==> src/rtl/microseq_pkg.sv <==
// Shared encodings for the microsequencer: next-state codes, condition
// sources and the microstore entry points of the instruction routines.
package microseq_pkg;

    typedef enum logic [2:0] {
        NS_ENC   = 3'd0,
        NS_INC   = 3'd1,
        NS_JMP   = 3'd2,
        NS_CJMP  = 3'd3,
        NS_CENC  = 3'd4,
        NS_WAIT  = 3'd5,
        NS_FETCH = 3'd6,
        NS_HOLD  = 3'd7
    } ns_sel_e;

    typedef enum logic [1:0] {
        CS_MOC  = 2'd0,
        CS_PASS = 2'd1,
        CS_ONE  = 2'd2,
        CS_ZERO = 2'd3
    } cond_sel_e;

    localparam logic [5:0] ST_ADD_RR    = 6'd10;
    localparam logic [5:0] ST_ADD_IMM   = 6'd11;
    localparam logic [5:0] ST_ADD_SHIFT = 6'd12;
    localparam logic [5:0] ST_CMP       = 6'd13;
    localparam logic [5:0] ST_MOV       = 6'd14;
    localparam logic [5:0] ST_LDR       = 6'd20;
    localparam logic [5:0] ST_STR       = 6'd25;
    localparam logic [5:0] ST_B         = 6'd30;

endpackage

==> src/rtl/microseq_next_sel.sv <==
// Combinational condition mux and next-microaddress mux. The watchdog
// override to the error state is applied by the top level, not here.
module microseq_next_sel
    import microseq_pkg::*;
#(
    parameter int unsigned SW          = 6,
    parameter int unsigned FETCH_STATE = 1
) (
    input  logic [SW-1:0] state,
    input  logic [SW-1:0] enc_state,
    input  logic [2:0]    ns_sel,
    input  logic [SW-1:0] cr_addr,
    input  logic          inv,
    input  logic [1:0]    cond_sel,
    input  logic          moc,
    input  logic          cond_pass,
    output logic [SW-1:0] next_state,
    output logic          hold_wait
);

    localparam logic [SW-1:0] FETCH_ADDR = SW'(FETCH_STATE);

    logic          src_s;
    logic          cond_s;
    logic [SW-1:0] inc_s;

    // Select the raw condition source.
    always_comb begin
        src_s = 1'b0;
        case (cond_sel)
            CS_MOC:  src_s = moc;
            CS_PASS: src_s = cond_pass;
            CS_ONE:  src_s = 1'b1;
            CS_ZERO: src_s = 1'b0;
            default: src_s = 1'b0;
        endcase
    end

    assign cond_s = src_s ^ inv;
    assign inc_s  = state + SW'(1);

    // Next-microaddress decode; undefined codes fall back to HOLD.
    always_comb begin
        next_state = state;
        hold_wait  = 1'b0;
        case (ns_sel)
            NS_ENC:   next_state = enc_state;
            NS_INC:   next_state = inc_s;
            NS_JMP:   next_state = cr_addr;
            NS_CJMP:  next_state = cond_s ? cr_addr : inc_s;
            NS_CENC:  next_state = cond_s ? enc_state : inc_s;
            NS_WAIT: begin
                if (cond_s) begin
                    next_state = inc_s;
                end else begin
                    next_state = state;
                    hold_wait  = 1'b1;
                end
            end
            NS_FETCH: next_state = FETCH_ADDR;
            NS_HOLD:  next_state = state;
            default:  next_state = state;
        endcase
    end

endmodule

==> src/rtl/microsequencer.sv <==
// Microsequencer top: microstate register plus the MOC wait watchdog that
// diverts a stalled WAIT to the error state and latches a sticky timeout.
module microsequencer
    import microseq_pkg::*;
#(
    parameter int unsigned SW          = 6,
    parameter int unsigned RESET_STATE = 0,
    parameter int unsigned FETCH_STATE = 1,
    parameter int unsigned ERR_STATE   = 63,
    parameter int unsigned MOC_TIMEOUT = 15
) (
    input  logic          clk,
    input  logic          reset,
    input  logic [SW-1:0] enc_state,
    input  logic [2:0]    ns_sel,
    input  logic [SW-1:0] cr_addr,
    input  logic          inv,
    input  logic [1:0]    cond_sel,
    input  logic          moc,
    input  logic          cond_pass,
    output logic [SW-1:0] state,
    output logic          waiting,
    output logic          timeout
);

    localparam logic [SW-1:0] RESET_ADDR = SW'(RESET_STATE);
    localparam logic [SW-1:0] ERR_ADDR   = SW'(ERR_STATE);
    localparam logic [7:0]    CNT_LAST   = 8'(MOC_TIMEOUT - 1);

    logic [SW-1:0] state_r;
    logic          timeout_r;
    logic [7:0]    wait_cnt_r;
    logic [SW-1:0] next_s;
    logic          hold_wait_s;

    microseq_next_sel #(
        .SW          (SW),
        .FETCH_STATE (FETCH_STATE)
    ) u_next_sel (
        .state      (state_r),
        .enc_state  (enc_state),
        .ns_sel     (ns_sel),
        .cr_addr    (cr_addr),
        .inv        (inv),
        .cond_sel   (cond_sel),
        .moc        (moc),
        .cond_pass  (cond_pass),
        .next_state (next_s),
        .hold_wait  (hold_wait_s)
    );

    // State register and watchdog; a WAIT that resolves on the deadline cycle is not a holding WAIT.
    always_ff @(posedge clk) begin
        if (reset) begin
            state_r    <= RESET_ADDR;
            timeout_r  <= 1'b0;
            wait_cnt_r <= 8'd0;
        end else if (hold_wait_s && (wait_cnt_r == CNT_LAST)) begin
            state_r    <= ERR_ADDR;
            timeout_r  <= 1'b1;
            wait_cnt_r <= 8'd0;
        end else if (hold_wait_s) begin
            state_r    <= next_s;
            wait_cnt_r <= (wait_cnt_r == 8'hFF) ? wait_cnt_r : (wait_cnt_r + 8'd1);
        end else begin
            state_r    <= next_s;
            wait_cnt_r <= 8'd0;
        end
    end

    assign state   = state_r;
    assign timeout = timeout_r;
    assign waiting = hold_wait_s & ~reset;

endmodule

==> config.mk <==
export PLATFORM = sky130hd
export DESIGN_NAME = microsequencer
export DESIGN_NICKNAME = d
export VERILOG_FILES = /design/src/rtl/microseq_pkg.sv /design/src/rtl/microseq_next_sel.sv /design/src/rtl/microsequencer.sv
export SDC_FILE = /design/constraint.sdc
export NUM_CORES = 1
export LEC_CHECK = 0
export CORE_ASPECT_RATIO = 0.7
export CORE_MARGIN = 3
export CORE_UTILIZATION = 48
export CTS_CLUSTER_DIAMETER = 50
export DETAILED_ROUTE_END_ITERATION = 10
export PLACE_DENSITY = 0.79
export SYNTH_ARGS = -nofsm -noshare
export SYNTH_HDL_FRONTEND = slang
export SYNTH_SLANG_ARGS = --single-unit
==> constraint.sdc <==
create_clock -name clk -period 1.9 [get_ports clk]
set_input_delay 0.285 -clock clk [delete_from_list [all_inputs] [get_ports clk]]
set_output_delay 0.285 -clock clk [all_outputs]
set_load 0.03 [all_outputs]
# --- Word-level counts from Yosys, hierarchy flattened ---
# Cells that the tools add are included.
word_totals:
  register_bits: 15
  out_inout_bits: 8
op_classes:
  eq_ne: 14
  reduce_logical: 5
  bitwise: 4
  n_addsub: 2
  mux: 8
op_table:
  columns: ["operator", "count"]
  rows:
  - ["one-hot mux 6 bit (7 select lines)", 1]
  - ["two-way mux 6 bit", 4]
  - ["== test 3 bit (second input constant)", 4]
  - ["adder 8 x 1 -> 8 bit (second input constant)", 1]
  - ["== test 8 x 4 -> 1 bit (second input constant)", 1]
  - ["== test 8 bit (second input constant)", 1]
  - ["adder 6 x 1 -> 6 bit (second input constant)", 1]
  - ["== test 3 x 2 -> 1 bit (second input constant)", 2]
  - ["== test 2 bit (second input constant)", 2]
  - ["one-hot mux 1 bit (4 select lines)", 1]
  - ["== test 3 x 1 -> 1 bit (second input constant)", 1]
  - ["logical NOT 3 bit", 1]
  - ["!= test 3 x 2 -> 1 bit (second input constant)", 1]
  - ["OR reduction 3 bit", 1]
  - ["== test 2 x 1 -> 1 bit (second input constant)", 1]
  - ["logical NOT 2 bit", 1]
  - ["two-way mux 1 bit", 2]
  - ["!= test 2 bit (second input constant)", 1]
  - ["NOT 1 bit", 2]
  - ["AND reduction 2 bit", 1]
  - ["bitwise AND 1 bit", 1]
  - ["logical AND 1 bit", 1]
  - ["bitwise XOR 1 bit", 1]

# --- Logic depth before layout (Yosys ltp) ---
depth:
  depth_word: 8
  mapped_depth: 7
  ltp_nobuf: 6

# --- Modules after synthesis ---
# A second synthesis with hierarchy kept.
hier_totals:
  hier_cells: 183
  area_unflattened_um2: 1377.6
modules_own_cells:
  columns: ["mod", "area_per_inst_um2", "cells_each", "instances"]
  rows:
  - ["microsequencer", 690.7, 77, 1]
  - ["microseq_next_sel", 686.9, 106, 1]

# --- Worst setup path after synthesis ---
# OpenSTA, ideal clock, no wires.
synth_path:
  kind: "reg-to-reg"
  start: "reg state_r[0] (netlist: state[0])"
  end: "reg state_r[5] (netlist: state[5])"
  setup_ps: 91
  path_stages_with_launch: 6
  path_slack_ps: 307
  required_time_ps: 1809
  arrival_ps: 1502
  path_cell_list: "dfxtp_1 -> nand3_1 -> nor3_1 -> a211oi_1 -> or3_1 -> a311oi_1"
synth_between:
  elab_chain_cells: 4
synth_lines:
  columns: ["element", "line_no", "text"]
  rows:
  - ["from (decl)", "microsequencer.sv:30", "logic [SW-1:0] state_r;"]
  - ["from (signal assigned)", "microsequencer.sv:63", "state_r <= next_s;"]
  - ["from (signal assigned)", "microsequencer.sv:66", "state_r <= next_s;"]
  - ["adder 6 x 1 -> 6 bit *", "microseq_next_sel.sv:40", "assign inc_s = state + SW'(1);"]
  - ["two-way mux 6 bit, on equally long branches", "microseq_next_sel.sv:53, microseq_next_sel.sv:50, microseq_next_sel.sv:51", null]
  - ["one-hot mux 6 bit (7 select lines) *", "microseq_next_sel.sv:46", "case (ns_sel)"]
  - ["two-way mux 6 bit *", "microsequencer.sv:58", "end else if (hold_wait_s && (wait_cnt_r == CNT_LAST)) begin"]
# Mark *: on every way between the ends. The rest lies on a longest branch, timed or not. The select of a mux whose other input is x is not followed.
# A chain may end at the register's enable or synchronous reset.

# --- Worst setup path after layout ---
layout_path:
  start: "in cond_pass"
  end: "out waiting"
layout_between:
  elab_chain_cells: 5
layout_lines:
  columns: ["element", "line_no", "text"]
  rows:
  - ["from (decl)", "microsequencer.sv:20", "input logic cond_pass,"]
  - ["one-hot mux 1 bit (4 select lines)", "microseq_next_sel.sv:30", "case (cond_sel)"]
  - ["bitwise XOR 1 bit", "microseq_next_sel.sv:39", "assign cond_s = src_s ^ inv;"]
  - ["two-way mux 1 bit", "microseq_next_sel.sv:53", "if (cond_s) begin"]
  - ["two-way mux 1 bit", "microseq_next_sel.sv:46", null]
  - ["bitwise AND 1 bit", "microsequencer.sv:73", "assign waiting = hold_wait_s & ~reset;"]
  - ["to (decl)", "microsequencer.sv:22", "output logic waiting,"]
# No other way between the ends.

==> Implementation_results.wiki <==
{| class="wikitable"
! Metric !! Value
|-
| Total power || 0.000820 W
|-
| Final Routed Wirelength || around 3.1 mm
|-
| FF-to-FF Start || wait_cnt_r[4]
|-
| Vias in the first global route || between 1k and 1.5k
|-
| Sink Count || 15
|-
| DP Wirelength || 2.49 mm
|-
| Max Freq || 0.556 GHz
|-
| Worst slew margin relative to its limit || 0.715
|-
| Drt pass-1 iters || 4
|-
| GR Util All Layers || 0.235
|-
| Placement row count || 13
|-
| # IOs || 30
|-
| Setup slack on the worst flop-to-flop path || 0.22 ns
|-
| Worst Path Arrival || approximately 1.5 ns
|-
| Combined area of all synthesized cells || 1120 µm²
|-
| Met2 usage || 0.355
|-
| Number of antenna violations at the first check in global routing || 0
|-
| # Max-Cap Violations || 0
|-
| Maximum fanout along the worst path || 5
|-
| Most Used Layer, Global Route || met2
|-
| Number of storage elements in the synthesis netlist || 15
|-
| Final GP Congestion || 0.892
|-
| Hold Buf Count CTS || 0
|-
| RSZ-0062 raised after global routing || no
|-
| Fin crit share || 0.947
|-
| Mean Syn Cell Area || between 8 and 9 µm²
|-
| Clock network latency to the later pin of the worst-skew pair || about 0.29 ns
|-
| Largest net degree at the start of global routing || 13
|-
| Signed area change from the synthesized netlist to the final layout || 37.6%
|-
| Status || completed
|-
| Distinct cell type count of the synthesized netlist || 42
|-
| Final Slew Violations || 0
|-
| Cell chosen for the clock root || clkbuf_4
|-
| Power density over cell area || 531 nW/µm²
|-
| Clock power share || 0.234
|-
| Layout Cell Area excl Fill || ~1500 µm²
|-
| CORE AREA || just over 2000 µm²
|-
| Initial core utilization || 0.552
|-
| Synthesized net count || 162
|-
| Die ar. || ~3000 µm²
|-
| Max rail drop VDD || ~0.29 mV
|-
| Placement Cell Area || around 1500 µm²
|-
| Ranking of synthesized cells by instance count || 17 x nor2_1, 15 x dfxtp_1, 11 x nand2_1
|-
| Sequential fraction of the synthesis area || 0.268
|-
| Y dimension of the die || around 46 µm
|-
| Post-Route Hold Slack || ~0.49 ns
|-
| Number of antenna-violating nets in the routed design || 0
|-
| CP Launch Point || cond_pass
|-
| Leading post-synthesis cells by cell area || dfxtp_1 27%, nor2_1 5.7%, a311oi_1 4.7%, nand2_1 3.7%, ha_1 3.3%
|-
| Internal power || 0.000551 W
|-
| Post-layout min period || between 1.5 and 2 ns
|-
| Total vias in the final route || around 1.2k
|-
| TritonCTS clock tree || built
|-
| Capture point of the worst path || waiting
|-
| Category of the most critical setup path || input port to primary output
|-
| Switching Share || 0.327
|-
| Sw Pwr || ~0.00027 W
|-
| Final instance count without filler cells || 204
|-
| Number of remaining DRC errors || 0
|-
| Number of warnings issued by yosys || 0
|-
| Wire length of the first global-routing pass || 5.18 mm
|-
| Final Hold Violating Endpoints || 0
|-
| Number of design-rule violations left by the first detailed-router iteration || between 70 and 80
|-
| Clock buffer count from CTS || 3
|-
| Met1 track demand over resource || 0.319
|-
| Most frequent cell after synthesis || nor2_1
|-
| Most used DFF post-synth || dfxtp_1
|-
| Comb pwr share || 0.338
|-
| Ratio of cells with drive above 1 in the final layout || 0.144
|-
| Class of the most critical hold timing path || flip-flop to flip-flop
|-
| Drt wl/cell || 15.2 µm
|-
| Nature of the critical path endpoint || primary output
|-
| Number of antenna repair diodes || 0
|-
| Met3 Resource Use GR || 0.0805
|-
| FF-to-FF path depth || 6
|-
| Instance count of the mapped netlist || approximately 140
|-
| Number of buffers on the longest clock path || 2
|-
| Leakage dissipation || 0.583 nW
|-
| Total negative slack for setup checks || 0 ns
|-
| Number of buffers inserted by port buffering || 29
|-
| Clock edge transition at the registers on the reported setup and hold paths || roughly 0.090 ns
|-
| Required time worst endpoint || between 1.5 and 2 ns
|-
| Horizontal extent of the die || between 60 and 70 µm
|-
| EDFF count, synth || 0
|-
| Placed Cells incl. Taps || 200
|-
| Actual transition at the worst max-transition pin || around 0.42 ns
|-
| End of the worst register-to-register path || state[3]
|-
| Share of synthesized registers carrying an async set or reset || 0
|-
| Ratio of routed vias to standard cells || 5.81
|-
| Number of nets in the layout || 200
|-
| Synth area leader || dfxtp_1
|-
| Deepest level of the CTS H-tree || 1
|-
| Layout Skew || between 0.0015 and 0.002 ns
|-
| Nature of the critical path startpoint || input port
|-
| Sequential fraction of design power || 0.428
|-
| Share of the synthesized area in the top cell type || 0.268
|-
| Residual overflow from global routing || 0
|-
| Final number of setup-violating endpoints || 0
|}
==> layer usage <==
layer / up-vias / wire (µm)
li1: 588 / -
met1: 531 / 1470
met2: 63 / 1300
met3: 4 / 309
met4: 0 / 17
met5: - / 0
==> state kept, by name, indices dropped and copies added (netlist names) <==
| signal | count |
|---|---|
| timeout | 1 |
| wait_cnt_r | 8 |
| state | 6 |
==> how the worst min path moves through the flow <==
stage,start,endpoint,slack (ns),cells after the start
5_1_grt,timeout,timeout,0.53,2
6_report,timeout,timeout,0.49,2
3_5_place_dp,timeout,timeout,0.46,2
4_1_cts,timeout,timeout,0.50,2
3_3_place_gp,timeout,timeout,0.46,2
2_1_floorplan,enc_state[0],state[0],0.47,2
==> per-stage QoR <==
step                      utilization  setup slack [ns]
after floorplan                     -             0.307
after global placement          0.742            -0.102
after detailed placement        0.742            -0.140
after CTS                       0.754            0.0310
after global routing            0.759            0.0526
final                           0.759             0.101
==> power groups by stage <==
stage | clock network (W) | registers, W | logic, W
2_1_floorplan | 0 | 0.000381 | 0.000123
3_3_place_gp | 0 | 0.000357 | 0.000271
3_5_place_dp | 0 | 0.000357 | 0.000275
4_1_cts | 0.000194 | 0.000350 | 0.000275
5_1_grt | 0.000213 | 0.000353 | 0.000298
6_report | 0.000192 | 0.000351 | 0.000277
==> cell type report <==
| cell class | instances | area (µm²) |
|---|---|---|
| flip-flops and latches | 15 | 300 |
| repair buffers | 39 | 379 |
| inverters | 5 | 18.8 |
| fillers | 159 | 489 |
| clock buffers | 4 | 26.3 |
| multi-input cells | 111 | 782 |
| well taps | 30 | 37.5 |
==> cell families (layout without fill, tap and decap cells) <==
group | count (synthesis) | after routing | synth area share
xor gates and xnor gates | 6 | 6 | 0.0468
AOI/OAI and AO/OA | 33 | 33 | 0.252
DFF | 15 | 15 | 0.268
buffers and inverters | 11 | 48 | 0.0401
and+or+nand+nor | 66 | 66 | 0.333
muxes | 3 | 3 | 0.0268
adders and majority gates | 3 | 3 | 0.0334
==> cell usage in the layout (no fill, tap or decap), types with 2 or more instances in the layout <==
cell and instances:
nand2_1 11, nand3_2 3, inv_1 5, dlymetal6s2s_1 2
nor2b_1 6, nor2_1 17, clkbuf_4 3, dfxtp_1 15
buf_4 10, and2_1 2, o21ai_0 4, or3_1 2
nor4b_1 3, a21oi_1 3, nand3_1 4, o22ai_1 2
nor3_1 6, xor2_1 4, xnor2_1 2, a311oi_1 6
clkdlybuf4s50_1 25, a211oi_1 3, nor3b_1 2, mux2i_1 3
and3_1 5, o211ai_1 4, ha_1 3
==> critical path: stages <==
cell	delay [ns]
clkdlybuf4s50_1	0.51
nand3b_4	0.11
a21o_4	0.24
and3_1	0.20
buf_4	0.17
==> what timing repair did <==
item | CTS | global route
endpoints found under the setup margin | 1 | 2
buffers inserted | 0 | 0
gates resized for setup | 1 | 3
Note: power is estimated with default switching activity, not from simulation.
